## src/rtl/io_clk_gen_mc.sv

```systemverilog
// Multi-channel IO-programmable fractional clock generator with glitch-free reprogramming.
// Define IO_CLK_GEN_FRAC_EN to build the fractional accumulator; otherwise half-periods are I.
module io_clk_gen_mc #(
  parameter logic [15:0]      CAddrBase = 16'h0000,
  parameter int unsigned      CChCnt    = 4,
  parameter int unsigned      CIntW     = 12,
  parameter int unsigned      CFraW     = 4,
  parameter logic [CIntW-1:0] CIntReset = 12'h00A,
  parameter logic             CEnReset  = 1'b1
) (
  input  logic              AClkH,
  input  logic              AResetH,
  input  logic              AClkHEn,
  input  logic [15:0]       AIoAddr,
  input  logic [63:0]       AIoMosi,
  input  logic [3:0]        AIoWrSize,
  output logic              AIoAddrAck,
  output logic              AIoAddrErr,
  input  logic              ASyncI,
  output logic [CChCnt-1:0] AClkOut,
  output logic [CChCnt-1:0] ACascadeO
);

  localparam logic [CIntW-1:0] IntOne   = CIntW'(1);
  localparam logic             RunReset = CEnReset && (CIntReset != '0);
  localparam logic [CIntW-1:0] CntReset = RunReset ? CIntReset - IntOne : '0;

  logic [15:0]       off;
  logic [3:0]        div_idx;
  logic              div_hit, ctrl_hit, hit, wr_ok, ctrl_wr;
  logic [CChCnt-1:0] mask_q;
  logic              unused_mosi;

  // Only the low word carries data; the upper word is accepted and dropped.
  assign unused_mosi = ^AIoMosi;

  always_comb begin
    off        = AIoAddr - CAddrBase;
    div_idx    = off[5:2];
    div_hit    = (off < 16'(4 * CChCnt)) && (off[1:0] == 2'b00);
    ctrl_hit   = (off == 16'h0040);
    hit        = div_hit || ctrl_hit;
    AIoAddrAck = hit && (AIoWrSize == 4'd4);
    AIoAddrErr = hit && (AIoWrSize != 4'd0) && (AIoWrSize != 4'd4);
    wr_ok      = AClkHEn && AIoAddrAck;
    ctrl_wr    = wr_ok && ctrl_hit;
  end

  always_ff @(posedge AClkH) begin
    if (AResetH) begin
      mask_q <= '0;
    end else if (ctrl_wr) begin
      mask_q <= AIoMosi[CChCnt-1:0];
    end
  end

  for (genvar ch = 0; ch < CChCnt; ch++) begin : g_ch
    logic             en_q, run_q, q_q;
    logic             wr_div, restart, en_nxt, go_held, carry;
    logic [CIntW-1:0] int_q, cnt_q, int_nxt, cnt_reload;
`ifdef IO_CLK_GEN_FRAC_EN
    logic [CFraW-1:0] fra_q, acc_q, fra_nxt, acc_reload;
    logic [CFraW:0]   acc_sum;
`endif

    always_comb begin
      wr_div  = wr_ok && div_hit && (div_idx == 4'(ch));
      en_nxt  = wr_div ? AIoMosi[31] : en_q;
      int_nxt = wr_div ? AIoMosi[CFraW+CIntW-1:CFraW] : int_q;
      restart = (ctrl_wr && AIoMosi[31] && AIoMosi[ch]) || (ASyncI && mask_q[ch]);
      // A zero half-period only takes effect at a reload or restart, so no runt pulse.
      go_held = !en_nxt || ((int_nxt == '0) && (!run_q || restart || (cnt_q == '0)));
`ifdef IO_CLK_GEN_FRAC_EN
      fra_nxt    = wr_div ? AIoMosi[CFraW-1:0] : fra_q;
      acc_sum    = {1'b0, acc_q} + {1'b0, fra_nxt};
      carry      = acc_sum[CFraW];
      acc_reload = acc_sum[CFraW-1:0];
`else
      carry      = 1'b0;
`endif
      cnt_reload = carry ? int_nxt : int_nxt - IntOne;
    end

    always_ff @(posedge AClkH) begin
      if (AResetH) begin
        en_q  <= CEnReset;
        int_q <= CIntReset;
        run_q <= RunReset;
        cnt_q <= CntReset;
        q_q   <= 1'b0;
`ifdef IO_CLK_GEN_FRAC_EN
        fra_q <= '0;
        acc_q <= '0;
`endif
      end else if (AClkHEn) begin
        en_q  <= en_nxt;
        int_q <= int_nxt;
`ifdef IO_CLK_GEN_FRAC_EN
        fra_q <= fra_nxt;
`endif
        if (go_held) begin
          run_q <= 1'b0;
          q_q   <= 1'b0;
          cnt_q <= '0;
`ifdef IO_CLK_GEN_FRAC_EN
          acc_q <= '0;
`endif
        end else if (!run_q || restart) begin
          // Enable edge and restart share the same phase-aligned start point.
          run_q <= 1'b1;
          q_q   <= 1'b0;
          cnt_q <= int_nxt - IntOne;
`ifdef IO_CLK_GEN_FRAC_EN
          acc_q <= '0;
`endif
        end else if (cnt_q != '0) begin
          cnt_q <= cnt_q - IntOne;
        end else begin
          q_q   <= !q_q;
          cnt_q <= cnt_reload;
`ifdef IO_CLK_GEN_FRAC_EN
          acc_q <= acc_reload;
`endif
        end
      end
    end

    assign AClkOut[ch]   = q_q;
    assign ACascadeO[ch] = en_q && (int_q != '0) && (cnt_q == '0) && q_q;
  end

endmodule
```

## config.mk

```make
export PLATFORM = sky130hd
export DESIGN_NAME = io_clk_gen_mc
export DESIGN_NICKNAME = d
export VERILOG_FILES = /design/src/rtl/io_clk_gen_mc.sv
export SDC_FILE = /design/constraint.sdc
export NUM_CORES = 1
export LEC_CHECK = 0
export CAP_MARGIN = 0
export CELL_PAD_IN_SITES_DETAIL_PLACEMENT = 1
export CELL_PAD_IN_SITES_GLOBAL_PLACEMENT = 2
export CORE_MARGIN = 10
export CORE_UTILIZATION = 32
export CTS_BUF_LIST = sky130_fd_sc_hd__clkbuf_4 sky130_fd_sc_hd__clkbuf_8 sky130_fd_sc_hd__clkbuf_16
export DETAILED_ROUTE_END_ITERATION = 8
export PLACE_DENSITY_LB_ADDON = 0.1
export SLEW_MARGIN = 20
export SYNTH_ARGS = -nofsm -noshare
export SYNTH_HDL_FRONTEND = slang
export SYNTH_SLANG_ARGS = --single-unit
```

## constraint.sdc

```tcl
create_clock -name AClkH -period 3.3 [get_ports AClkH]
set_input_delay 0.33 -clock AClkH [delete_from_list [all_inputs] [get_ports AClkH]]
set_output_delay 0.33 -clock AClkH [all_outputs]
set_load 0.02 [all_outputs]
```

==> run_results.csv, run 1 <==
group,metric,value,unit
grt,grt_pass1_wl,45400,um
setup_path,end_kind,"flip-flop",
yosys,syn-num-nets,1076,
floorplan,dieWidth,172,um
placed_design,place_area,8780,sq um
yosys,yosysMostFrequentCell,"nand2_1",
finish,fin_cells,1373,
pwr,power.internal,2220,uW
sta,min_period,3090,ps
sta,rsz0062_at_grt,"false",
placed_design,hpwl,22200,um
yosys,synthTopCellsByCount,"nand2_1 (166), dfxtp_1 (112), nor2_1 (82), a21oi_1 (64), nor3_1 (46)",
finish,stdcell_area,9120,sq um
clocking,root_buffer,"clkbuf_16",
pwr,power.switching,910,uW
floorplan,die_area,29500,sq um
route,wirelength,29100,um
pwr,seqPwrFrac,45.2,%
placed_design,placed_cells,1356,
floorplan,ios,98,
sta,fmax,324,MHz
route,remaining_drc_errors,0,
grt,antenna_found_initial,0,
grt,track_usage,19.9,%
clocking,cts_tree,"done",
clocking,cts_made_buffers,9,
clocking,cts_hold_buffers,0,
yosys,synth-edff-count,0,
clocking,cts_buffer_depth,2,
yosys,synth_top_cell_by_area,"dfxtp_1",
pwr,power.share.clock,38.0,%
yosys,avgSynthCellArea,7.55,sq um
yosys,synth_cells,975,
grt,overflow,0,
route,routed_via_density,5.54,
sta,slew_viol_final,0,
sta,finalCritPeriodShare,93.6,%
run,cap_viol_max_count,0,
clocking,htreeDepth,3,
yosys,syn-cell-area,7360,sq um
sta,fin_setup_tns,0,ps
pwr,p_leak,0.00333,uW
finish,antennaDiodeCount,0,
yosys,synth-main-ff-cell,"dfxtp_1",
setup_path,crit_fanout,6,
floorplan,rows,55,
grt,grt_max_degree,54,
status,status,"finished, final reports clean",
placed_design,place_congestion,0.869,
sta,tightest_slew,842,ps
worst_hold_path,hp-class,"in -> reg",
yosys,ys_warn_count,0,
route,post_drt_wl_per_cell,21.2,um
sta,setup_viol,0,
yosys,synthTopCellsByArea,"dfxtp_1 (30%), nand2_1 (8.5%), a21oi_1 (4.4%)",
route,num_vias,7602,
setup_path,r2r_slack,780,ps
route,antenna_left,0,
finish,final_layout_size_suffix_gt1_share,15.7,%
yosys,synth_seq_cells,112,
pwr,switching_share,29.1,%
floorplan,coreArea,22600,sq um
floorplan,start_util,32.5,%
clocking,numClockSinks,112,
finish,num-nets-final,1184,
clocking,clk_latency,370,ps
route,drtPass1Iterations,4,
floorplan,die_h,172,um
sta,hold_viol,0,
yosys,yosysTopAreaCellShare,30.5,%
pwr,power_density,343,nW/um^2
sta,slew_headroom,43.5,%
yosys,synth_seq_area_share,30.5,%
setup_path,start_kind,"input pin",
pwr,ir_worst_vdd,0.206,mV
sta,skew,7.79,ps
yosys,synthArstFlopShare,0,%
yosys,yosysUniqueCellTypes,82,
route,drt_iter0_drc,487,
setup_path,cp.arrival,3350,ps
placed_design,portBuffers,50,
pwr,power,3120,uW
finish,area_growth,24.0,%
grt,grt_pass1_vias,7680,
pwr,combPwrFrac,16.8,%
setup_path,critical_path_class,"in -> reg",
setup_path,cp.required,3560,ps
clocking,cts.clk_slew.worst_paths,80,ps
-- flip-flops by register name, indices dropped and copies added (netlist names), named ones only --
register and cells:
g_ch.q_q 4, mask_q 4, g_ch.run_q 4, g_ch.en_q 4, g_ch.cnt_q 48, g_ch.int_q 47
-- metrics by stage --
stage	hold WS [ps]	setup slack [ps]	utilization (%)
global route	391	8.87	40.3
finish	374	211	40.3
global placement	444	-166	38.8
floorplan	423	288	-
CTS	368	191	40.1
detailed placement	462	-197	38.8
-- cell usage in the layout (no fill, tap or decap), types with 32 or more instances in the layout --
cell	count
nand2_1	166
dfxtp_1	112
buf_4	107
nor2_1	82
a21oi_1	63
clkdlybuf4s50_1	49
nor3_1	45
o21ai_0	40
nand3_1	32
-- path summary, 6_finish.rpt --
path | startpoint | endpoint | cells past startpoint
worst max-delay path | AIoWrSize[1] | g_ch[3].cnt_q[0] | 12
worst min-delay path | AResetH | g_ch[0].cnt_q[1] | 2
worst max register to register | g_ch[2].cnt_q[4] | g_ch[2].cnt_q[1] | 7
worst min register to register | g_ch[1].cnt_q[8] | g_ch[1].cnt_q[8] | 2
-- layout make-up --
type,count,area [sq um]
Multi-Input combinational cell,779,4800
Inverter,22,82.6
Clock buffer,11,246
Fill cell,2790,13500
Sequential cell,112,2240
Timing Repair Buffer,159,1340
Tap cell,285,357
Clock inverter,5,56.3
-- worst max-delay path, stage by stage --
cell             delay (ps)
clkdlybuf4s50_1         440
nor4b_2                 290
buf_4                   170
nand4_2                 200
nor3_2                  210
buf_4                   190
mux2i_1                 260
ha_2                    250
nand4b_1                 90
mux2_2                  300
o211a_1                 310
a221o_1                 310
-- logic make-up after synthesis --
| logic type | count (synthesis) | share of synthesized area (%) |
|---|---|---|
| xor gates and xnor gates | 38 | 4.52 |
| AOI/OAI and AO/OA | 240 | 22.0 |
| adders and majority gates | 13 | 2.21 |
| and+or+nand+nor | 450 | 30.4 |
| muxes | 38 | 5.53 |
| buffers and inverters | 84 | 4.85 |
| DFF | 112 | 30.5 |
-- power by group through the flow --
stage,Combinational [uW],Sequential (uW),Clock (uW)
2_1_floorplan,288,1430,0
3_5_place_dp,526,1440,0
5_1_grt,576,1420,1260
3_3_place_gp,522,1440,0
6_report,526,1410,1190
4_1_cts,527,1410,1230
-- timing repair --
item                                   4_1_cts  5_1_grt
endpoints found under the hold margin        0        0
resized for setup                            0        6
setup buffers                                0        1
setup endpoints to repair                    0       18
-- layer usage --
metal  wire (um)  part of all wire [%]  global-route usage (%)
met5           0                     0                       0
met3         687                   2.4                    2.61
met1       13900                    48                    26.2
met4         331                   1.1                    3.78
met2       14200                    49                    34.0
No activity file was read; power rests on OpenSTA's default activity.
==> run 2: changes to the inputs <==
- ABC_CLOCK_PERIOD_IN_PS: unset -> 3300
- CAP_MARGIN: 0 -> 10
==> results of run 2 <==
Same layout as run 1: the final DEF is identical, and so are final timing and power.
